File: config.mk
export PLATFORM = sky130hd
export DESIGN_NAME = sme_stream_loader
export DESIGN_NICKNAME = d
export VERILOG_FILES = /design/src/rtl/sme_stream_loader.sv
export SDC_FILE = /design/constraint.sdc
export NUM_CORES = 1
export LEC_CHECK = 0
export CORE_MARGIN = 5
export CORE_UTILIZATION = 45
export DETAILED_ROUTE_END_ITERATION = 8
export GPL_ROUTABILITY_DRIVEN = 0
export PLACE_DENSITY_LB_ADDON = 0.08
export SLEW_MARGIN = 10
export SYNTH_ARGS = -nofsm -noshare
export SYNTH_HDL_FRONTEND = slang
export SYNTH_SLANG_ARGS = --single-unit
File: constraint.sdc
create_clock -name clk -period 3 [get_ports clk]
set_input_delay 0.6 -clock clk [delete_from_list [all_inputs] [get_ports clk]]
set_output_delay 0.6 -clock clk [all_outputs]
set_load 0.03 [all_outputs]
File: src/rtl/sme_stream_loader.sv
// Buffers one framed string/pattern record from a ready/valid byte stream and replays it
// to the string-match engine, holding off new records until the SME reports a result.
module sme_stream_loader #(
    parameter int MAX_STR = 32,
    parameter int MAX_PAT = 8,
    parameter int TIMEOUT = 64
) (
    input  logic       clk,
    input  logic       reset,
    input  logic       in_valid,
    output logic       in_ready,
    input  logic [7:0] in_data,
    input  logic       in_kind,
    input  logic       in_last,
    output logic [7:0] chardata,
    output logic       isstring,
    output logic       ispattern,
    input  logic       sme_valid,
    output logic       busy,
    output logic       err_order,
    output logic       err_len,
    output logic       err_timeout,
    output logic [7:0] pat_count
);

    localparam int LW = $clog2(MAX_STR + 1);
    localparam int AW = (MAX_STR > 1) ? $clog2(MAX_STR) : 1;
    localparam int TW = (TIMEOUT > 1) ? $clog2(TIMEOUT) : 1;

    typedef enum logic [2:0] {
        S_IDLE, S_FILL, S_SEND_STR, S_SEND_PAT, S_WAIT_RES
    } state_t;

    state_t        r_state;
    state_t        w_next;
    logic          r_kind;
    logic          r_ovf;
    logic          r_str_loaded;
    logic [LW-1:0] r_wr_ptr;
    logic [LW-1:0] r_rd_ptr;
    logic [LW-1:0] r_len;
    logic [TW-1:0] r_tmo;
    logic [7:0]    r_pat_count;
    logic [7:0]    r_buf [MAX_STR];

    logic          w_ready;
    logic          w_accept;
    logic          w_kind;
    logic [LW-1:0] w_max;
    logic          w_full;
    logic [LW-1:0] w_len;
    logic          w_rec_end;
    logic          w_drop;
    logic          w_send_done;
    logic          w_tmo_hit;

    // Ready is gated by the reset pin so it reads 0 throughout reset and 1 as soon as it lifts.
    assign w_ready     = reset && (r_state == S_IDLE || r_state == S_FILL);
    assign w_accept    = in_valid && w_ready;
    assign w_kind      = (r_state == S_IDLE) ? in_kind : r_kind;
    assign w_max       = w_kind ? LW'(MAX_PAT) : LW'(MAX_STR);
    assign w_full      = (r_wr_ptr == w_max);
    assign w_len       = w_full ? r_wr_ptr : r_wr_ptr + 1'b1;
    assign w_rec_end   = w_accept && in_last;
    assign w_drop      = w_rec_end && w_kind && !r_str_loaded;
    assign w_send_done = (r_rd_ptr == r_len - 1'b1);
    assign w_tmo_hit   = (r_tmo == TW'(TIMEOUT - 1));

    always_ff @(posedge clk or negedge reset) begin
        if (!reset) r_state <= S_IDLE;
        else        r_state <= w_next;
    end

    always_comb begin
        w_next = r_state;
        unique case (r_state)
            S_IDLE, S_FILL: begin
                if (w_rec_end)     w_next = w_drop ? S_IDLE : (w_kind ? S_SEND_PAT : S_SEND_STR);
                else if (w_accept) w_next = S_FILL;
            end
            S_SEND_STR: if (w_send_done) w_next = S_IDLE;
            S_SEND_PAT: if (w_send_done) w_next = S_WAIT_RES;
            S_WAIT_RES: if (sme_valid || w_tmo_hit) w_next = S_IDLE;
            default:    w_next = S_IDLE;
        endcase
    end

    always_comb begin
        in_ready    = w_ready;
        busy        = (r_state != S_IDLE);
        isstring    = (r_state == S_SEND_STR);
        ispattern   = (r_state == S_SEND_PAT);
        chardata    = (isstring || ispattern) ? r_buf[r_rd_ptr[AW-1:0]] : 8'd0;
        err_len     = w_rec_end && (r_ovf || w_full);
        err_order   = w_drop;
        err_timeout = (r_state == S_WAIT_RES) && w_tmo_hit && !sme_valid;
        pat_count   = r_pat_count;
    end

    // Write side: pointer saturates at the record's limit, overflow remembered for err_len.
    always_ff @(posedge clk or negedge reset) begin
        if (!reset) begin
            r_kind   <= 1'b0;
            r_ovf    <= 1'b0;
            r_wr_ptr <= '0;
            r_len    <= '0;
        end else if (w_accept) begin
            if (r_state == S_IDLE) r_kind <= in_kind;
            if (in_last) begin
                r_wr_ptr <= '0;
                r_ovf    <= 1'b0;
                r_len    <= w_len;
            end else if (w_full) begin
                r_ovf    <= 1'b1;
            end else begin
                r_wr_ptr <= r_wr_ptr + 1'b1;
            end
        end
    end

    always_ff @(posedge clk) begin
        if (w_accept && !w_full) r_buf[r_wr_ptr[AW-1:0]] <= in_data;
    end

    always_ff @(posedge clk or negedge reset) begin
        if (!reset) begin
            r_rd_ptr     <= '0;
            r_tmo        <= '0;
            r_str_loaded <= 1'b0;
            r_pat_count  <= 8'd0;
        end else begin
            r_rd_ptr <= ((r_state == S_SEND_STR || r_state == S_SEND_PAT) && !w_send_done)
                        ? r_rd_ptr + 1'b1 : '0;
            r_tmo    <= (r_state == S_WAIT_RES) ? r_tmo + 1'b1 : '0;
            if (r_state == S_SEND_STR && w_send_done) begin
                r_str_loaded <= 1'b1;
                r_pat_count  <= 8'd0;
            end
            if (r_state == S_SEND_PAT && w_send_done) r_pat_count <= r_pat_count + 8'd1;
            if (err_timeout) r_str_loaded <= 1'b0;
        end
    end

endmodule

==> results.tsv, run 1 <==
stage	metric	value	unit
timing	RSZ-0062 raised after global routing	yes	
global_routing	initial antenna violation count	1	
detailed_routing	overall routed net length	28900	um
layout	Layout Nets	819	
synthesis	Mapped Avg Cell Area	17.9	sq um
layout	# fillers	2113	
global_routing	met1 Use GR	26.5	%
worst_setup_path	CP Capture Type	output port	
floorplan	Die Height	175	um
layout	n_diodes	0	
synthesis	Mapped Area	12300	sq um
cts	clk_lat worst skew	0.54	ns
detailed_routing	DR WL/cell	24.8	um
worst_setup_path	most frequent cell on the critical path	mux4_2	
cts	CTS Buf Count	31	
status	failing checks	negative setup slack	
timing	highest attainable clock frequency	293	MHz
timing	post-route setup slack	-0.412	ns
power	Power Total	11.8	mW
synthesis	Seq cells post-synth	294	
worst_setup_path	critical path class	flip-flop to output port	
place	DP HPWL	18500	um
worst_setup_path	CP bufs+invs	2	
detailed_routing	DR vias	6702	
floorplan	die outline width	175	um
global_routing	first-pass GRT wire length	43600	um
synthesis	Mapped Nets	708	
cts	CTS clock-pin slew for the worst setup and hold paths	0.06	ns
worst_setup_path	Max Fanout on Critical Path	6	
worst_setup_path	Worst EP required	2.40	ns
synthesis	Ys Warns	0	
timing	Slew @ Worst Pin	0.692	ns
layout	Layout area overhead	19.7	%
detailed_routing	DR DRC count	0	
global_routing	largest net degree at the start of global routing	39	
detailed_routing	Post-DRT Antenna Nets	0	
floorplan	number of top-level pins	37	
worst_setup_path	CP cell instances	buf_12 -> mux4_2 -> mux4_2 -> nor2b_2 -> nor4_2 -> buf_4	
floorplan	FP Rows	60	
timing	Slew HR	53.9	%
timing	skew final	0.0142	ns
status	status	finished with violations	
worst_setup_path	Critical Path AT	2.81	ns
cts	TritonCTS clock tree	built	
flow_run	# Max-Cap Violations	0	
synthesis	Async SR Flop Fraction	12.9	%
cts	CTS H-tree lvls	1	
cts	clk sink count	294	
place	PortBufs	36	
floorplan	Initial Util	45.6	%
synthesis	number of enable flip-flop cells after synthesis	256	
global_routing	grt met2 use	31.6	%
layout	Sequential Area	8640	sq um
synthesis	area leader, netlist	edfxtp_1	
floorplan	Core ar.	27000	sq um
cts	Max clock buf depth	3	
cts	CTS Hold Bufs	0	
power	PwrDens	801	nW/um^2
cts	CTS root buffer	clkbuf_16	
synthesis	largest cells by area after synthesis	edfxtp_1 (63%), mux4_2 (13%), dfrtp_1 (7.7%), nor2_1 (1.8%), nor2b_1 (1.3%)	
timing	final setup violation count	8	
global_routing	GR Overflow Total	0	
global_routing	met3 usage	2.92	%
detailed_routing	drt pass-1 iters	4	
floorplan	die area	30700	sq um
detailed_routing	DRT iter0 DRCs	527	
worst_setup_path	Worst path max stage delay	0.58	ns
worst_setup_path	slowest cell on the critical path	mux4_2	
global_routing	vias in the first global route	6958	
timing	final critical-path share of the clock period	114	%
global_routing	GR peak layer	met2	
timing	final number of max-transition violations	0	
synthesis	count of different cell masters after synthesis	62	
timing	WHS	0.177	ns
worst_setup_path	Top delay family on crit path	multiplexers	
detailed_routing	routed vias/inst	5.77	
synthesis	most common cell in the netlist	edfxtp_1	
layout	Multi-input gate area	3550	sq um
timing	Period minus WS final	3.41	ns
synthesis	Seq/Total Area, Yosys	70.3	%
power	leak pwr	4.90	nW
min_path	hold crit path type	input pin to asynchronous set/reset pin	
global_routing	GRT Total Usage	18.9	%
timing	final hold vios	0	
layout	share of cells above drive strength 1	31.1	%
synthesis	Top FF cell, synth	edfxtp_1	
power	VDD IR-drop max	0.424	mV
synthesis	synthesized instance count	686	
synthesis	Post-synth top cells	edfxtp_1 (256), mux4_2 (72), nor2_1 (59)	
worst_setup_path	Worst setup SP type	flip-flop	
synthesis	area fraction of the dominant cell type after synthesis	62.6	%
## worst reg2reg max path, delay by kind of cell (launching register included)
family / cells / cell delay, ns
simple gates: 2 / 0.40
flops: 1 / 0.48
compound gates: 3 / 0.89
buf+inv: 2 / 0.43
## layout make-up
type / count / share of cell area, %
sequential: 294 / 58.8
multi-input combinational: 343 / 24.1
timing repair buffer: 117 / 7.33
clock buffer: 43 / 5.79
tap: 341 / 2.90
clock inverter: 14 / 0.825
inverter: 10 / 0.255
## where the power goes
part | total (mW) | internal (mW) | switching, mW
clock | 3.62 | 2.14 | 1.48
sequential | 4.80 | 4.60 | 0.199
combinational | 3.37 | 1.61 | 1.76
## routing by layer
metal	vias to the layer above	part of all wire (%)
li1	2960	-
met1	3522	43
met2	182	50
met3	36	5.6
met4	2	1.9
met5	-	0.024
## cell usage in the layout (no fill, tap or decap), types with 3 or more instances in the layout
cell type	count
xor2_1	9
nand3_1	18
a32o_1	3
o21ai_0	13
buf_4	80
clkinv_2	5
a211oi_1	3
nor2_1	59
nor3_1	9
buf_12	8
and3_1	5
nor2b_1	18
clkbuf_16	32
nor4_2	8
nand2b_1	4
nand2_1	26
a211oi_2	4
or3_1	4
ha_1	8
clkdlybuf4s50_1	24
xnor2_1	10
clkbuf_1	9
nor2b_2	8
edfxtp_1	256
mux2i_1	4
mux4_2	72
clkinv_1	5
a2111oi_4	4
clkbuf_8	3
dfrtp_1	35
a2111oi_2	3
inv_1	10
a31oi_1	3
a21oi_1	3
## flip-flops by register name (all words and copies together), names as in the netlist, 3 cells and up
signal and cells:
r_buf 256, pat_count 8, r_len 6, r_rd_ptr 6, r_tmo 6, r_wr_ptr 6
r_state 3
## stage by stage
stage / TNS (ns) / setup WS, ns / instances / util [%] / area [sq um]
after floorplan: 0 / 0.0171 / 686 / - / 12300
after global placement: 0 / 0.0820 / 1097 / 49.8 / 13400
after detailed placement: 0 / 0.0839 / 1097 / 49.8 / 13400
after CTS: -3.31 / -0.422 / 1162 / 54.1 / 14600
after global routing: -3.42 / -0.452 / 1162 / 54.6 / 14700
final: -2.92 / -0.412 / 1162 / 54.6 / 14700
## cell families (layout without fill, tap and decap cells)
| group | count (synthesis) | in the layout | share of synthesized area (%) |
|---|---|---|---|
| AOI/OAI and AO/OA | 59 | 59 | 3.91 |
| buffers and inverters | 49 | 184 | 2.34 |
| xor gates and xnor gates | 19 | 19 | 1.35 |
| DFF | 294 | 294 | 70.3 |
| and+or+nand+nor | 181 | 181 | 7.72 |
| adders and majority gates | 8 | 8 | 0.815 |
| muxes | 76 | 76 | 13.5 |
## path summary, 6_finish.rpt
path / slack [ns] / to / cells past startpoint / start
max: -0.41 / chardata[2] / 6 / r_rd_ptr[0]$_DFF_PN0_
min: 0.18 / pat_count[6]$_DFFE_PN0P_ / 2 / reset
max reg2reg: 0.51 / r_buf[13][3]$_DFFE_PP_ / 7 / r_state[2]$_DFFE_PN0P_
min reg2reg: 0.50 / r_tmo[0]$_DFF_PN0_ / 1 / r_tmo[0]$_DFF_PN0_
max in group asynchronous: 2.43 / r_rd_ptr[0]$_DFF_PN0_ / 2 / reset
min in group clk: 0.50 / r_tmo[0]$_DFF_PN0_ / 1 / r_tmo[0]$_DFF_PN0_
## repair_timing
| action | in CTS | in global routing |
|---|---|---|
| resized for setup | 19 | 29 |
| gates cloned | 2 | 1 |
| pin swaps | 2 | 6 |
| buffers inserted | 6 | 1 |
| endpoints found under the setup margin | 9 | 10 |
Power figures use the tool's default switching activity.
==> run 2: changes to the inputs <==
--- a/config.mk
+++ b/config.mk
@@ -7,6 +7,7 @@
 export LEC_CHECK = 0
 export CORE_MARGIN = 5
 export CORE_UTILIZATION = 45
+export CTS_BUF_LIST = sky130_fd_sc_hd__clkbuf_4 sky130_fd_sc_hd__clkbuf_8
 export DETAILED_ROUTE_END_ITERATION = 8
 export GPL_ROUTABILITY_DRIVEN = 0
 export PLACE_DENSITY_LB_ADDON = 0.08
==> results.tsv, run 2 (synthesis gave the netlist of run 1 again) <==
stage	metric	value	unit	change
cts	TritonCTS clock tree	built		
cts	clk sink count	294		unchanged
worst_setup_path	Max Fanout on Critical Path	6		unchanged
detailed_routing	drt pass-1 iters	5		+1
detailed_routing	DR WL/cell	24.6	um	-0.85%
cts	CTS clock-pin slew for the worst setup and hold paths	0.06	ns	about the same
worst_setup_path	critical path class	flip-flop to output port		
place	placed cells	1097		unchanged
detailed_routing	overall routed net length	29300	um	+1.5%
floorplan	number of top-level pins	37		unchanged
global_routing	initial antenna violation count	1		unchanged
timing	Period minus WS final	3.40	ns	-0.00723 ns
cts	CTS Hold Bufs	0		unchanged
layout	share of cells above drive strength 1	33.3	%	+2.3 points
worst_setup_path	Critical Path AT	2.80	ns	about the same
floorplan	die outline width	175	um	unchanged
worst_setup_path	CP Capture Type	output port		
layout	Layout Nets	840		+2.6%
floorplan	Core ar.	27000	sq um	unchanged
power	VDD IR-drop max	0.333	mV	-21%
global_routing	vias in the first global route	7150		+2.8%
layout	commonest non-fill, non-tap cell in the layout	edfxtp_1		
detailed_routing	DR DRC count	0		unchanged
timing	WHS	0.143	ns	-0.0342 ns
floorplan	die area	30700	sq um	unchanged
flow_run	# Max-Cap Violations	0		unchanged
layout	# fillers	2145		+1.5%
detailed_routing	DRT iter0 DRCs	442		-16%
worst_setup_path	Worst path max stage delay	0.53	ns	-0.05 ns
worst_setup_path	r2r setup slk	0.51	ns	about the same
timing	RSZ-0062 raised after global routing	yes		
min_path	hold crit path type	input pin to asynchronous set/reset pin		
timing	highest attainable clock frequency	294	MHz	+0.21%
global_routing	largest net degree at the start of global routing	39		unchanged
layout	commonest cells after routing, fill and taps aside	edfxtp_1 (256), buf_4 (80), mux4_2 (72)		
timing	Slew HR	53.7	%	-0.15 points
global_routing	GR Overflow Total	0		unchanged
timing	Slew @ Worst Pin	0.694	ns	+0.00231 ns
cts	CTS root buffer	clkbuf_8		
detailed_routing	DR vias	6858		+2.3%
layout	Layout area overhead	19.3	%	
status	failing checks	negative setup slack		
timing	post-route setup slack	-0.404	ns	+0.00723 ns
timing	final critical-path share of the clock period	113	%	-0.24 points
layout	Non-Filler Instances	1190		+2.4%
detailed_routing	Post-DRT Antenna Nets	0		unchanged
global_routing	GRT Total Usage	19.2	%	+0.33 points
layout	max reg flops	256		unchanged
cts	Max clock buf depth	3		unchanged
timing	final hold vios	0		unchanged
power	PwrDens	783	nW/um^2	-2.3%
worst_setup_path	slowest cell on the critical path	mux4_2		
layout	Sequential Area	8650	sq um	about the same
status	status	finished with violations		
layout	n_diodes	0		unchanged
place	PortBufs	36		unchanged
power	leak pwr	4.92	nW	+0.33%
floorplan	Initial Util	45.6	%	unchanged
timing	skew final	0.0214	ns	+0.00722 ns
worst_setup_path	Worst setup SP type	flip-flop		
place	DP HPWL	18500	um	unchanged
floorplan	Die Height	175	um	unchanged
place	pre-CTS worst setup slack	0.0839	ns	unchanged
worst_setup_path	CP cell instances	buf_12 -> buf_12 -> mux4_2 -> mux4_2 -> nor2b_2 -> nor4_2 -> buf_4		
timing	final setup violation count	8		unchanged
layout	Multi-input gate area	3530	sq um	-0.42%
cts	CTS H-tree lvls	2		+1
cts	clk_lat worst skew	0.56	ns	+0.02 ns
cts	CTS Buf Count	49		+58%
global_routing	first-pass GRT wire length	44000	um	+1.0%
floorplan	FP Rows	60		unchanged
detailed_routing	routed vias/inst	5.76		about the same
worst_setup_path	Worst EP required	2.40	ns	about the same
timing	final number of max-transition violations	0		unchanged
==> run 2: repair_timing <==
item / in CTS / in global routing
resized for setup: 11 / 34
setup endpoints to repair: 9 / 11
setup buffers: 5 / 5
cloned: 2 / 2
pin swaps: 0 / 6
==> run 2: layout make-up <==
cell class / instances / share of cell area [%]
clock inverters: 21 / 0.794
repair buffers: 120 / 7.68
inverters: 10 / 0.256
flip-flops and latches: 294 / 59.0
well taps: 341 / 2.91
multi-input cells: 343 / 24.1
clock buffers: 61 / 5.26
==> run 2: worst max-delay path: cells and delay by family (launching register included) <==
kind                   cells  cell delay (ns)
buffers and inverters      3             0.47
DFF                        1             0.47
muxes                      2             1.06
and+or+nand+nor            2             0.25
==> run 2: worst paths after layout <==
path	from	to	cells past startpoint
setup / recovery	r_rd_ptr[0]$_DFF_PN0_	chardata[6]	7
hold / removal	reset	pat_count[6]$_DFFE_PN0P_	2
setup reg to reg	r_state[2]$_DFFE_PN0P_	r_buf[13][7]$_DFFE_PP_	7
hold reg to reg	r_tmo[0]$_DFF_PN0_	r_tmo[0]$_DFF_PN0_	1
max in group asynchronous	reset	r_rd_ptr[0]$_DFF_PN0_	2
min in group clk	r_tmo[0]$_DFF_PN0_	r_tmo[0]$_DFF_PN0_	1
==> run 2: stage by stage <==
stage	power (mW)	util, %	setup TNS, ns	instance area (sq um)
floorplan	6.95	-	0	12300
global placement	7.90	49.8	0	13400
detailed placement	7.94	49.8	0	13400
CTS	11.4	53.7	-3.62	14500
global route	12.0	54.4	-3.65	14700
finish	11.5	54.4	-2.98	14700
==> run 2: power by group <==
group / switching, mW / internal, mW
sequential: 0.184 / 4.61
combinational: 1.78 / 1.65
clock: 1.50 / 1.76
total: 3.46 / 8.01
==> run 2: routing by layer <==
| metal | part of all wire [%] | track usage, % |
|---|---|---|
| met1 | 42 | 26.2 |
| met2 | 49 | 31.3 |
| met3 | 5.8 | 4.15 |
| met4 | 2.4 | 5.66 |
| met5 | 0.024 | 0 |
